## src/rtl/rf_arb_pkg.sv

```systemverilog
// Shared constants for the register-file write-port arbiter: state encoding,
// requester IDs and default datapath widths.
package rf_arb_pkg;

    localparam int DEF_DATA_W = 4;
    localparam int DEF_ADDR_W = 2;

    typedef logic [1:0] state_t;

    // Encoding 2'd3 is unused and decodes to IDLE.
    localparam state_t IDLE  = 2'd0;
    localparam state_t WRITE = 2'd1;
    localparam state_t ACK   = 2'd2;

    localparam logic REQ_CORE   = 1'b0;
    localparam logic REQ_LOADER = 1'b1;

endpackage

```

## src/rtl/rf_wr_arbiter.sv

```systemverilog
// Two-requester arbiter for the single register-file write port (IDLE -> WRITE -> ACK).
// Define RF_ARB_FIXED_PRIO_EN for fixed req0 priority; default is round-robin.
module rf_wr_arbiter
    import rf_arb_pkg::*;
#(
    parameter int DATA_W = DEF_DATA_W,
    parameter int ADDR_W = DEF_ADDR_W
) (
    input  logic              clk,
    input  logic              rst,
    input  logic              req0_valid,
    input  logic [ADDR_W-1:0] req0_addr,
    input  logic [DATA_W-1:0] req0_data,
    output logic              req0_ack,
    input  logic              req1_valid,
    input  logic [ADDR_W-1:0] req1_addr,
    input  logic [DATA_W-1:0] req1_data,
    output logic              req1_ack,
    output logic              rf_we,
    output logic [ADDR_W-1:0] rf_waddr,
    output logic [DATA_W-1:0] rf_wdata,
    output logic              grant_id,
    output logic              busy
);

    state_t            state_q, state_d;
    logic              grant_q, grant_d;
    logic [ADDR_W-1:0] addr_q,  addr_d;
    logic [DATA_W-1:0] data_q,  data_d;
    logic              rr_q;
    logic              pick_core;

`ifdef RF_ARB_FIXED_PRIO_EN
    assign rr_q = REQ_CORE;
`else
    logic rr_d;

    // The requester just served loses priority for the next contention.
    always_comb begin
        rr_d = rr_q;
        if (state_q == ACK) begin
            rr_d = ~grant_q;
        end
    end

    always_ff @(posedge clk) begin
        if (rst) begin
            rr_q <= REQ_CORE;
        end else begin
            rr_q <= rr_d;
        end
    end
`endif

    assign pick_core = req0_valid && (!req1_valid || (rr_q == REQ_CORE));

    always_comb begin
        state_d = state_q;
        grant_d = grant_q;
        addr_d  = addr_q;
        data_d  = data_q;
        case (state_q)
            WRITE: state_d = ACK;
            ACK:   state_d = IDLE;
            default: begin
                state_d = IDLE;
                if (req0_valid || req1_valid) begin
                    state_d = WRITE;
                    if (pick_core) begin
                        grant_d = REQ_CORE;
                        addr_d  = req0_addr;
                        data_d  = req0_data;
                    end else begin
                        grant_d = REQ_LOADER;
                        addr_d  = req1_addr;
                        data_d  = req1_data;
                    end
                end
            end
        endcase
    end

    always_ff @(posedge clk) begin
        if (rst) begin
            state_q <= IDLE;
            grant_q <= REQ_CORE;
            addr_q  <= '0;
            data_q  <= '0;
        end else begin
            state_q <= state_d;
            grant_q <= grant_d;
            addr_q  <= addr_d;
            data_q  <= data_d;
        end
    end

    // Outputs decode purely from registered state, so they are glitch-free Moore outputs.
    assign rf_we    = (state_q == WRITE);
    assign rf_waddr = addr_q;
    assign rf_wdata = data_q;
    assign req0_ack = (state_q == ACK) && (grant_q == REQ_CORE);
    assign req1_ack = (state_q == ACK) && (grant_q == REQ_LOADER);
    assign grant_id = grant_q;
    assign busy     = (state_q == WRITE) || (state_q == ACK);

endmodule

```

## config.mk

```make
export PLATFORM = sky130hd
export DESIGN_NAME = rf_wr_arbiter
export DESIGN_NICKNAME = d
export VERILOG_FILES = /design/src/rtl/rf_arb_pkg.sv /design/src/rtl/rf_wr_arbiter.sv
export SDC_FILE = /design/constraint.sdc
export NUM_CORES = 1
export LEC_CHECK = 0
export BUFFER_PORTS_ARGS = -buffer_cell sky130_fd_sc_hd__buf_4
export CORE_AREA = 8 8 45 47
export DETAILED_ROUTE_END_ITERATION = 10
export DIE_AREA = 0 0 53 55
export GPL_ROUTABILITY_DRIVEN = 1
export SYNTH_ARGS = -nofsm -noshare
export SYNTH_HDL_FRONTEND = slang
export SYNTH_SLANG_ARGS = --single-unit
export TNS_END_PERCENT = 5
```

## constraint.sdc

```tcl
create_clock -name clk -period 1.8 [get_ports clk]
set_clock_uncertainty 0.15 [all_clocks]
set_input_delay 0.27 -clock clk [delete_from_list [all_inputs] [get_ports clk]]
set_output_delay 0.27 -clock clk [all_outputs]
set_load 0.02 [all_outputs]
```

==> results of run 1 <==
## layer usage
| layer | vias up | track usage, % | wire length (µm) |
|---|---|---|---|
| met1 | 168 | 9.17 | 474 |
| met5 | - | 0 | 0 |
| met3 | 4 | 6.15 | 138 |
| met2 | 22 | 12.1 | 478 |
| met4 | 0 | 7.76 | 42 |
| li1 | 213 | - | - |
## through the flow
| step | instance area [µm²] | worst slack, ns |
|---|---|---|
| 3_3_place_gp | 646 | 0.320 |
| 5_1_grt | 682 | 0.0421 |
| 6_report | 682 | 0.221 |
| 2_1_floorplan | 447 | 0.412 |
| 3_5_place_dp | 646 | 0.261 |
| 4_1_cts | 682 | 0.210 |
## final timing paths
kind / to / slack [ns] / cells past startpoint
worst max-delay path: req1_ack / 0.22 / 4
worst min-delay path: state_q[1]$_SDFF_PP0_ / 0.03 / 2
worst max register to register: rf_wdata[3]$_SDFFE_PP0P_ / 0.25 / 5
worst min register to register: rf_waddr[1]$_SDFFE_PP0P_ / 0.35 / 2
## layout make-up
cell class	instances	area, µm²	area share [%]
multi-input combinational	29	215	31.6
sequential	10	200	29.4
timing repair buffer	26	195	28.6
clock buffer	4	36.3	5.32
tap	16	20.0	2.94
inverter	4	15.0	2.20
## synthesized netlist by cell type
library cell and number:
buf_2 1, and2_1 2, nor2_1 2, a21oi_1 4
a211oi_1 2, ha_1 2, dfxtp_1 10, mux2i_1 6
o221a_2 1, o21a_1 2, inv_1 4, o21ai_0 4
nor2b_1 3, buf_6 1, a21bo_2 1
## state kept, by name (all words and copies together) (netlist names)
| name | flops |
|---|---|
| grant_id | 1 |
| rf_waddr | 2 |
| rf_wdata | 4 |
| rr_q | 1 |
| state_q | 2 |
## worst max-delay path, stage by stage, from the launching register on
cell and delay [ns]:
dfxtp_1 0.33, inv_1 0.04, ha_1 0.21, and2_1 0.16, buf_4 0.15
## power breakdown
group	internal, W	switching, W	total [W]
logic	0.0000896	0.0000962	0.000186
clock network	0.000123	0.0000839	0.000207
registers	0.000249	0.0000150	0.000264
total	0.000462	0.000195	0.000657
## kinds of logic after synthesis
family / count (synthesis)
AO/OA/AOI/OAI: 14
flip-flops: 10
AND/OR/NAND/NOR: 7
buffers and inverters: 6
multiplexers: 6
adder cells (fa/ha/maj): 2
==> impl_metrics.json, run 1 <==
{
  "path_class": "reg2out",
  "synthXorXnorAreaFrac_pct": 0,
  "path_max_fanout": 3,
  "grt_setup_unrepaired": "no",
  "cp.required_ns": 1.38,
  "routabilityCongestion": 0.697,
  "die_area_um2": 2920,
  "grt_overflow": 0,
  "grt_pass1_vias": 411,
  "cts-root-buf": "clkbuf_4",
  "numCtsBuffers": 3,
  "dr.pass1.iters": 4,
  "period_share_pct": 87.7,
  "cts.sinks": 10,
  "finalWirelength_mm": 1.14,
  "cp.arrival_ns": 1.16,
  "synthSimpleGateAreaFrac_pct": 8.68,
  "final_util_pct": 49.3,
  "netlist_area_um2": 447,
  "die_h_um": 55,
  "tightest_slew_ns": 0.392,
  "synthAdderAreaFrac_pct": 5.60,
  "fillCellCount": 137,
  "synthMuxAreaShare_pct": 13.4,
  "die_w_um": 53,
  "maxCapViolCount": 0,
  "r2r-start": "state_q[0]$_SDFF_PP0_",
  "wl_per_cell_um": 12.8,
  "synth_warnings": 0,
  "pin_count": 27,
  "hold_ws_ns": 0.0343,
  "num_rows": 14,
  "relSlewSlack_pct": 73.9,
  "startpoint_type": "flop",
  "port_buffers": 26,
  "p_leak_nw": 0.347,
  "slew_violations": 0,
  "antenna_found_initial": 0,
  "tns_ns": 0,
  "layout_common_cells": "buf_4, dfxtp_1, mux2i_1",
  "first_iter_violations": 7,
  "cts_hold_buf": 0,
  "layout_commonest_cell": "buf_4",
  "postCtsSetupBuffers": 0,
  "synth-compound-area-share_pct": 20.4,
  "hp-class": "in2reg",
  "dp_hpwl_um": 925,
  "setup_viol": 0,
  "synthToLayoutAreaGrowth_pct": 52.7,
  "diodes": 0,
  "yosys.area.top_type_share_pct": 44.8,
  "synth_top_family_by_area": "compound AO/OA/AOI/OAI gates",
  "grt_first_pass_wirelength_mm": 1.81,
  "clock_latency_ns": 0.27,
  "track_usage_pct": 8.93,
  "hold_violations": 0,
  "clockBufferDepth": 2,
  "drive_gt1_share_pct": 43.8,
  "power.total_w": 0.000657,
  "clkTransAtPathRegs_ns": 0.07,
  "grt_start_max_net_pins": 15,
  "synth_top_area_cell": "dfxtp_1",
  "syn_inst": 45,
  "synth_cell_type_count": 15,
  "max_clock_freq_ghz": 0.633,
  "cts_max_level": 1,
  "synth_nets": 63,
  "num_vias": 407,
  "drc": 0,
  "avgSynthCellArea_um2": 9.93,
  "nNetsFinal": 92,
  "vias_per_cell": 4.57,
  "worstHoldStart": "rst",
  "floorplan.initialDensity_pct": 32.3,
  "ys_seq_area_share_pct": 44.8,
  "crit_path_start": "state_q[0]$_SDFF_PP0_",
  "endpoint_kind": "primary output",
  "ir_drop_mv": 0.407,
  "period_minus_slack_ns": 1.58,
  "outcome": "finished clean",
  "place_inst": 85,
  "fin_cells": 89,
  "power.density_nw_per_um2": 963,
  "coreArea_um2": 1380,
  "ys_ff_latch": 10,
  "synth_area_leaders": "dfxtp_1, mux2i_1, ha_1",
  "ant_nets": 0,
  "cts_resized": 0,
  "cts_tree": "built"
}
(Power assumes the default switching activity.)
==> run 2: changes to the inputs <==
Settings changed: CTS_BUF_LIST from default to sky130_fd_sc_hd__clkbuf_8.
==> run 2 against run 1 <==
Fmax rose by 2.5%. Sequential share of layout area fell by 0.79 points. Die area did not move. First-iteration DRC count rose by 29%. Hold slack improved by 0.038 ns. Cell area rose by 2.8%. Sequential power barely moved. Flip-flop and latch count did not move. Global-route usage did not move. Via count fell by 0.98%. Power rose by 12%. Critical path depth rose by 1.
==> impl_metrics.json, run 2 (synthesized netlist as in run 1, its figures left out) <==
{
  "r2r_end": "rf_wdata[3]$_SDFFE_PP0P_",
  "layout_common_cells": "buf_4, dfxtp_1, mux2i_1",
  "min_to": "state_q[1]$_SDFF_PP0_",
  "vias_per_cell": 4.53,
  "hold_violations": 0,
  "crit_path_top_delay_cell": "o21a_1",
  "cts-root-buf": "clkbuf_8",
  "clockBufferDepth": 2,
  "num_vias": 403,
  "clkTransAtPathRegs_ns": 0.05,
  "cts_hold_buf": 0,
  "grt_setup_unrepaired": "no",
  "maxCapViolCount": 0,
  "fillCellCount": 130,
  "slowest_delay_ns": 0.36,
  "grt_first_pass_wirelength_mm": 1.85,
  "first_iter_violations": 9,
  "coreArea_um2": 1380,
  "floorplan.initialDensity_pct": 32.3,
  "setup_viol": 0,
  "r2r_cells": 5,
  "num_rows": 14,
  "grt_pass1_vias": 417,
  "clkPwrFrac_pct": 38.6,
  "die_area_um2": 2920,
  "path_max_fanout": 14,
  "wl_per_cell_um": 12.8,
  "cpLargestDelayFamily": "compound AO/OA/AOI/OAI gates",
  "startpoint_type": "flop",
  "stdcell_area_um2": 701,
  "numCtsBuffers": 3,
  "layout_commonest_cell": "buf_4",
  "cp.required_ns": 1.80,
  "rrSetupSlack_ns": 0.26,
  "cts_tree": "built",
  "finalWirelength_mm": 1.14,
  "p_leak_nw": 0.355,
  "die_h_um": 55,
  "dp_slack_ns": 0.261,
  "grt_start_max_net_pins": 15,
  "largest_reg_flops": 4,
  "r2r-start": "state_q[0]$_SDFF_PP0_",
  "diodes": 0,
  "tightest_slew_ns": 0.386,
  "dp_hpwl_um": 925,
  "fin_ws_ns": 0.259,
  "period_share_pct": 85.6,
  "endpoint_kind": "flop",
  "path_class": "reg2reg",
  "power.density_nw_per_um2": 1050,
  "cp.arrival_ns": 1.54,
  "port_buffers": 26,
  "seq_power_share_pct": 36.1,
  "combPwrFrac_pct": 25.3,
  "routabilityCongestion": 0.697,
  "critPathBufInv": 1,
  "drive_gt1_share_pct": 43.8,
  "track_usage_pct": 8.93,
  "postCtsSetupBuffers": 0,
  "grt_overflow": 0,
  "place_inst": 85,
  "cts.sinks": 10,
  "tns_ns": 0,
  "hold-path-cell-count": 2,
  "cts_max_level": 1,
  "netSwitchingPower_w": 0.000202,
  "crit_chain": "inv_1 > ha_1 > o21a_1 > nor2_1 > a211oi_1",
  "cts_resized": 0,
  "antenna_found_initial": 0,
  "swShare_pct": 27.6,
  "dpl_cell_area_um2": 646,
  "ir_drop_mv": 0.532,
  "max_clock_freq_ghz": 0.649,
  "worstHoldStart": "rst",
  "clock_latency_ns": 0.24,
  "pin_count": 27,
  "dr.pass1.iters": 4,
  "slew_violations": 0,
  "outcome": "finished clean",
  "synthToLayoutAreaGrowth_pct": 56.9,
  "ant_nets": 0,
  "hp-class": "in2reg",
  "nNetsFinal": 92,
  "drc": 0,
  "period_minus_slack_ns": 1.54,
  "cp.depth": 5,
  "fin_cells": 89,
  "relSlewSlack_pct": 74.3,
  "die_w_um": 53,
  "p_int_w": 0.000532
}
## run 2: how the worst max path moves through the flow
stage,startpoint,endpoint
2_1_floorplan,state_q[0]$_SDFF_PP0_,rf_waddr[0]$_SDFFE_PP0P_
3_3_place_gp,state_q[0]$_SDFF_PP0_,rf_waddr[1]$_SDFFE_PP0P_
3_5_place_dp,state_q[0]$_SDFF_PP0_,rf_wdata[3]$_SDFFE_PP0P_
4_1_cts,state_q[0]$_SDFF_PP0_,rf_wdata[3]$_SDFFE_PP0P_
5_1_grt,state_q[0]$_SDFF_PP0_,rf_wdata[3]$_SDFFE_PP0P_
6_report,state_q[0]$_SDFF_PP0_,rf_wdata[3]$_SDFFE_PP0P_
## run 2: routing by layer
| layer | routed length (µm) | vias up | track usage, % |
|---|---|---|---|
| li1 | - | 212 | - |
| met1 | 479 | 165 | 9.48 |
| met2 | 480 | 22 | 12.3 |
| met3 | 144 | 4 | 6.15 |
| met4 | 34 | 0 | 6.47 |
| met5 | 0 | - | 0 |
## run 2: area by class of cell
cell class	instances	area, µm²	share of cell area, %
timing repair buffer	26	195	27.9
multi-input combinational	29	215	30.7
clock buffer	4	55.1	7.86
sequential	10	200	28.6
inverter	4	15.0	2.14
tap	16	20.0	2.86
## run 2: stage by stage
stage	util (%)	hold slack [ns]	power, W
2_1_floorplan	-	0.192	0.000376
3_3_place_gp	46.7	0.317	0.000456
3_5_place_dp	46.7	0.323	0.000458
4_1_cts	50.6	0.0709	0.000741
5_1_grt	50.6	0.0732	0.000778
6_report	50.6	0.0725	0.000735
## run 2: power groups by stage
stage                     registers [W]  logic (W)  clock network, W
after floorplan                0.000294  0.0000819                 0
after global placement         0.000269   0.000188                 0
final                          0.000265   0.000186          0.000284
after CTS                      0.000265   0.000189          0.000287
after global routing           0.000269   0.000205          0.000305
after detailed placement       0.000269   0.000189                 0
==> run 3: changes to the inputs <==
--- a/config.mk
+++ b/config.mk
@@ -7,2 +7,3 @@
 export LEC_CHECK = 0
+export ABC_AREA = 1
 export BUFFER_PORTS_ARGS = -buffer_cell sky130_fd_sc_hd__buf_4
@@ -13,2 +14,3 @@
 export GPL_ROUTABILITY_DRIVEN = 1
+export PLACE_DENSITY = 0.73
 export SYNTH_ARGS = -nofsm -noshare
==> constraint.sdc (replaced) <==
create_clock -name clk -period 1.8 [get_ports clk]
set_clock_uncertainty 0.15 [all_clocks]
set_input_delay 0.18 -clock clk [delete_from_list [all_inputs] [get_ports clk]]
set_output_delay 0.18 -clock clk [all_outputs]
set_load 0.02 [all_outputs]
==> run 3 against run 2 <==
Sequential power about the same. Cell count increased by 43%. Combinational power increased by 25%. Critical endpoint is now busy. Largest cell class unchanged.
==> impl_metrics.json, run 3 <==
{
  "outcome": "finished clean",
  "power.total_w": 0.000729,
  "hold_violations": 0,
  "num_vias": 572,
  "cts_max_level": 1,
  "synth_warnings": 0,
  "cp.arrival_ns": 1.23,
  "synthAdderAreaFrac_pct": 4.58,
  "grt_overflow": 0,
  "hp-class": "in2reg",
  "finalWirelength_mm": 1.41,
  "tightest_slew_ns": 0.449,
  "stdcell_area_um2": 795,
  "port_buffers": 26,
  "num_rows": 14,
  "syn_inst": 83,
  "synth-compound-area-share_pct": 10.1,
  "floorplan.initialDensity_pct": 39.5,
  "yosysMostFrequentCell": "nand2_1",
  "power.density_nw_per_um2": 917,
  "ys_seq_area_share_pct": 36.6,
  "drive_gt1_share_pct": 27.9,
  "synthTopCellsByCount": "nand2_1, nor2_1, inv_1",
  "antenna_found_initial": 0,
  "synthArstFlopShare_pct": 0,
  "cts_tree": "built",
  "path_max_fanout": 3,
  "netlist_area_um2": 547,
  "routabilityCongestion": 0.754,
  "grt_start_max_net_pins": 16,
  "hold_ws_ns": 0.121,
  "ys_ff_latch": 10,
  "grt_setup_unrepaired": "no",
  "drc": 0,
  "clock_latency_ns": 0.23,
  "die_w_um": 53,
  "period_share_pct": 86.4,
  "synthSimpleGateAreaFrac_pct": 36.4,
  "pin_count": 27,
  "period_minus_slack_ns": 1.56,
  "p_leak_nw": 0.434,
  "largest_reg_flops": 4,
  "layout_common_cells": "buf_4, nand2_1, nor2_1",
  "diodes": 0,
  "die_area_um2": 2920,
  "dpl_cell_area_um2": 743,
  "synthMuxAreaShare_pct": 0,
  "ir_drop_mv": 0.427,
  "avgSynthCellArea_um2": 6.59,
  "grt_first_pass_wirelength_mm": 2.29,
  "grt_pass1_vias": 563,
  "yosys.area.top_type_share_pct": 36.6,
  "synthXorXnorAreaFrac_pct": 0,
  "synth_edf_count": 0,
  "path_class": "reg2out",
  "wl_per_cell_um": 11.1,
  "maxCapViolCount": 0,
  "relSlewSlack_pct": 69.9,
  "endpoint_kind": "primary output",
  "setup_viol": 0,
  "synth_ff_type": "dfxtp_1",
  "first_iter_violations": 4,
  "nNetsFinal": 131,
  "max_clock_freq_ghz": 0.643,
  "track_usage_pct": 10.6,
  "numCtsBuffers": 3,
  "die_h_um": 55,
  "synth_nets": 101,
  "vias_per_cell": 4.50,
  "synth_cell_type_count": 14,
  "synth_area_leaders": "dfxtp_1, nand2_1, nor2_1",
  "cts-root-buf": "clkbuf_8",
  "slew_violations": 0,
  "synth_top_area_cell": "dfxtp_1",
  "startpoint_type": "flop",
  "dr.pass1.iters": 4,
  "ant_nets": 0,
  "tns_ns": 0,
  "clkTransAtPathRegs_ns": 0.05,
  "cts.sinks": 10,
  "layout_commonest_cell": "buf_4",
  "synth_top_family_by_area": "simple AND/OR/NAND/NOR gates",
  "postCtsSetupBuffers": 0,
  "coreArea_um2": 1380,
  "clockBufferDepth": 2,
  "dp_hpwl_mm": 1.11,
  "cp.required_ns": 1.47,
  "synthToLayoutAreaGrowth_pct": 45.3,
  "final_util_pct": 57.4
}
[run 3: cell count changes after synthesis, moves of 4 or more]
cell / delta
a21oi_1: -4
inv_1: +9
mux2i_1: -6
nand2_1: +20
nand3_1: +7
nor2_1: +17
[run 3: final timing paths]
kind | startpoint | endpoint | slack (ns) | cells after the start
setup / recovery | state_q[0]$_SDFF_PP0_ | busy | 0.24 | 4
hold / removal | req0_data[3] | rf_wdata[3]$_SDFFE_PP0P_ | 0.12 | 5
setup reg to reg | state_q[0]$_SDFF_PP0_ | rf_wdata[2]$_SDFFE_PP0P_ | 0.28 | 7
hold reg to reg | grant_id$_SDFFE_PP0P_ | grant_id$_SDFFE_PP0P_ | 0.37 | 2
[run 3: routing by layer]
layer | track usage (%) | up-vias | wire length [µm]
met2 | 17.2 | 15 | 707
met5 | 0 | - | 0
li1 | - | 306 | -
met3 | 2.94 | 2 | 77
met1 | 11.8 | 249 | 616
met4 | 7.76 | 0 | 10
[run 3: cells by family after synthesis]
kind of cell | Yosys count
simple gates | 48
flops | 10
compound gates | 8
fa+ha+maj | 2
buf+inv | 15
[run 3: what timing repair did]
item                                   4_1_cts  5_1_grt
endpoints found under the hold margin        2        0
gates resized for setup                      0        0
hold buffers                                 1        0
[run 3: where the power goes]
group | internal [W] | switching, W
logic | 0.000103 | 0.000130
registers | 0.000250 | 0.0000166
clock network | 0.000146 | 0.0000831
total | 0.000499 | 0.000230
[run 3: final cells by class]
class                   instances  area, µm²
fillers                       142        589
multi-input cells              58        279
repair buffers                 27        205
flip-flops and latches         10        200
inverters                      13       48.8
clock buffers                   3       41.3
well taps                      16       20.0
[run 3: worst max-delay path: stages, from the launching register on]
cell and delay [ns]:
dfxtp_1 0.33, inv_1 0.05, ha_1 0.32, inv_1 0.13, buf_4 0.16
[run 3: through the flow]
stage	std cells	setup WS, ns
after floorplan	83	0.416
after CTS	127	0.246
after global routing	127	0.163
after detailed placement	123	0.338
final	127	0.244
after global placement	123	0.390
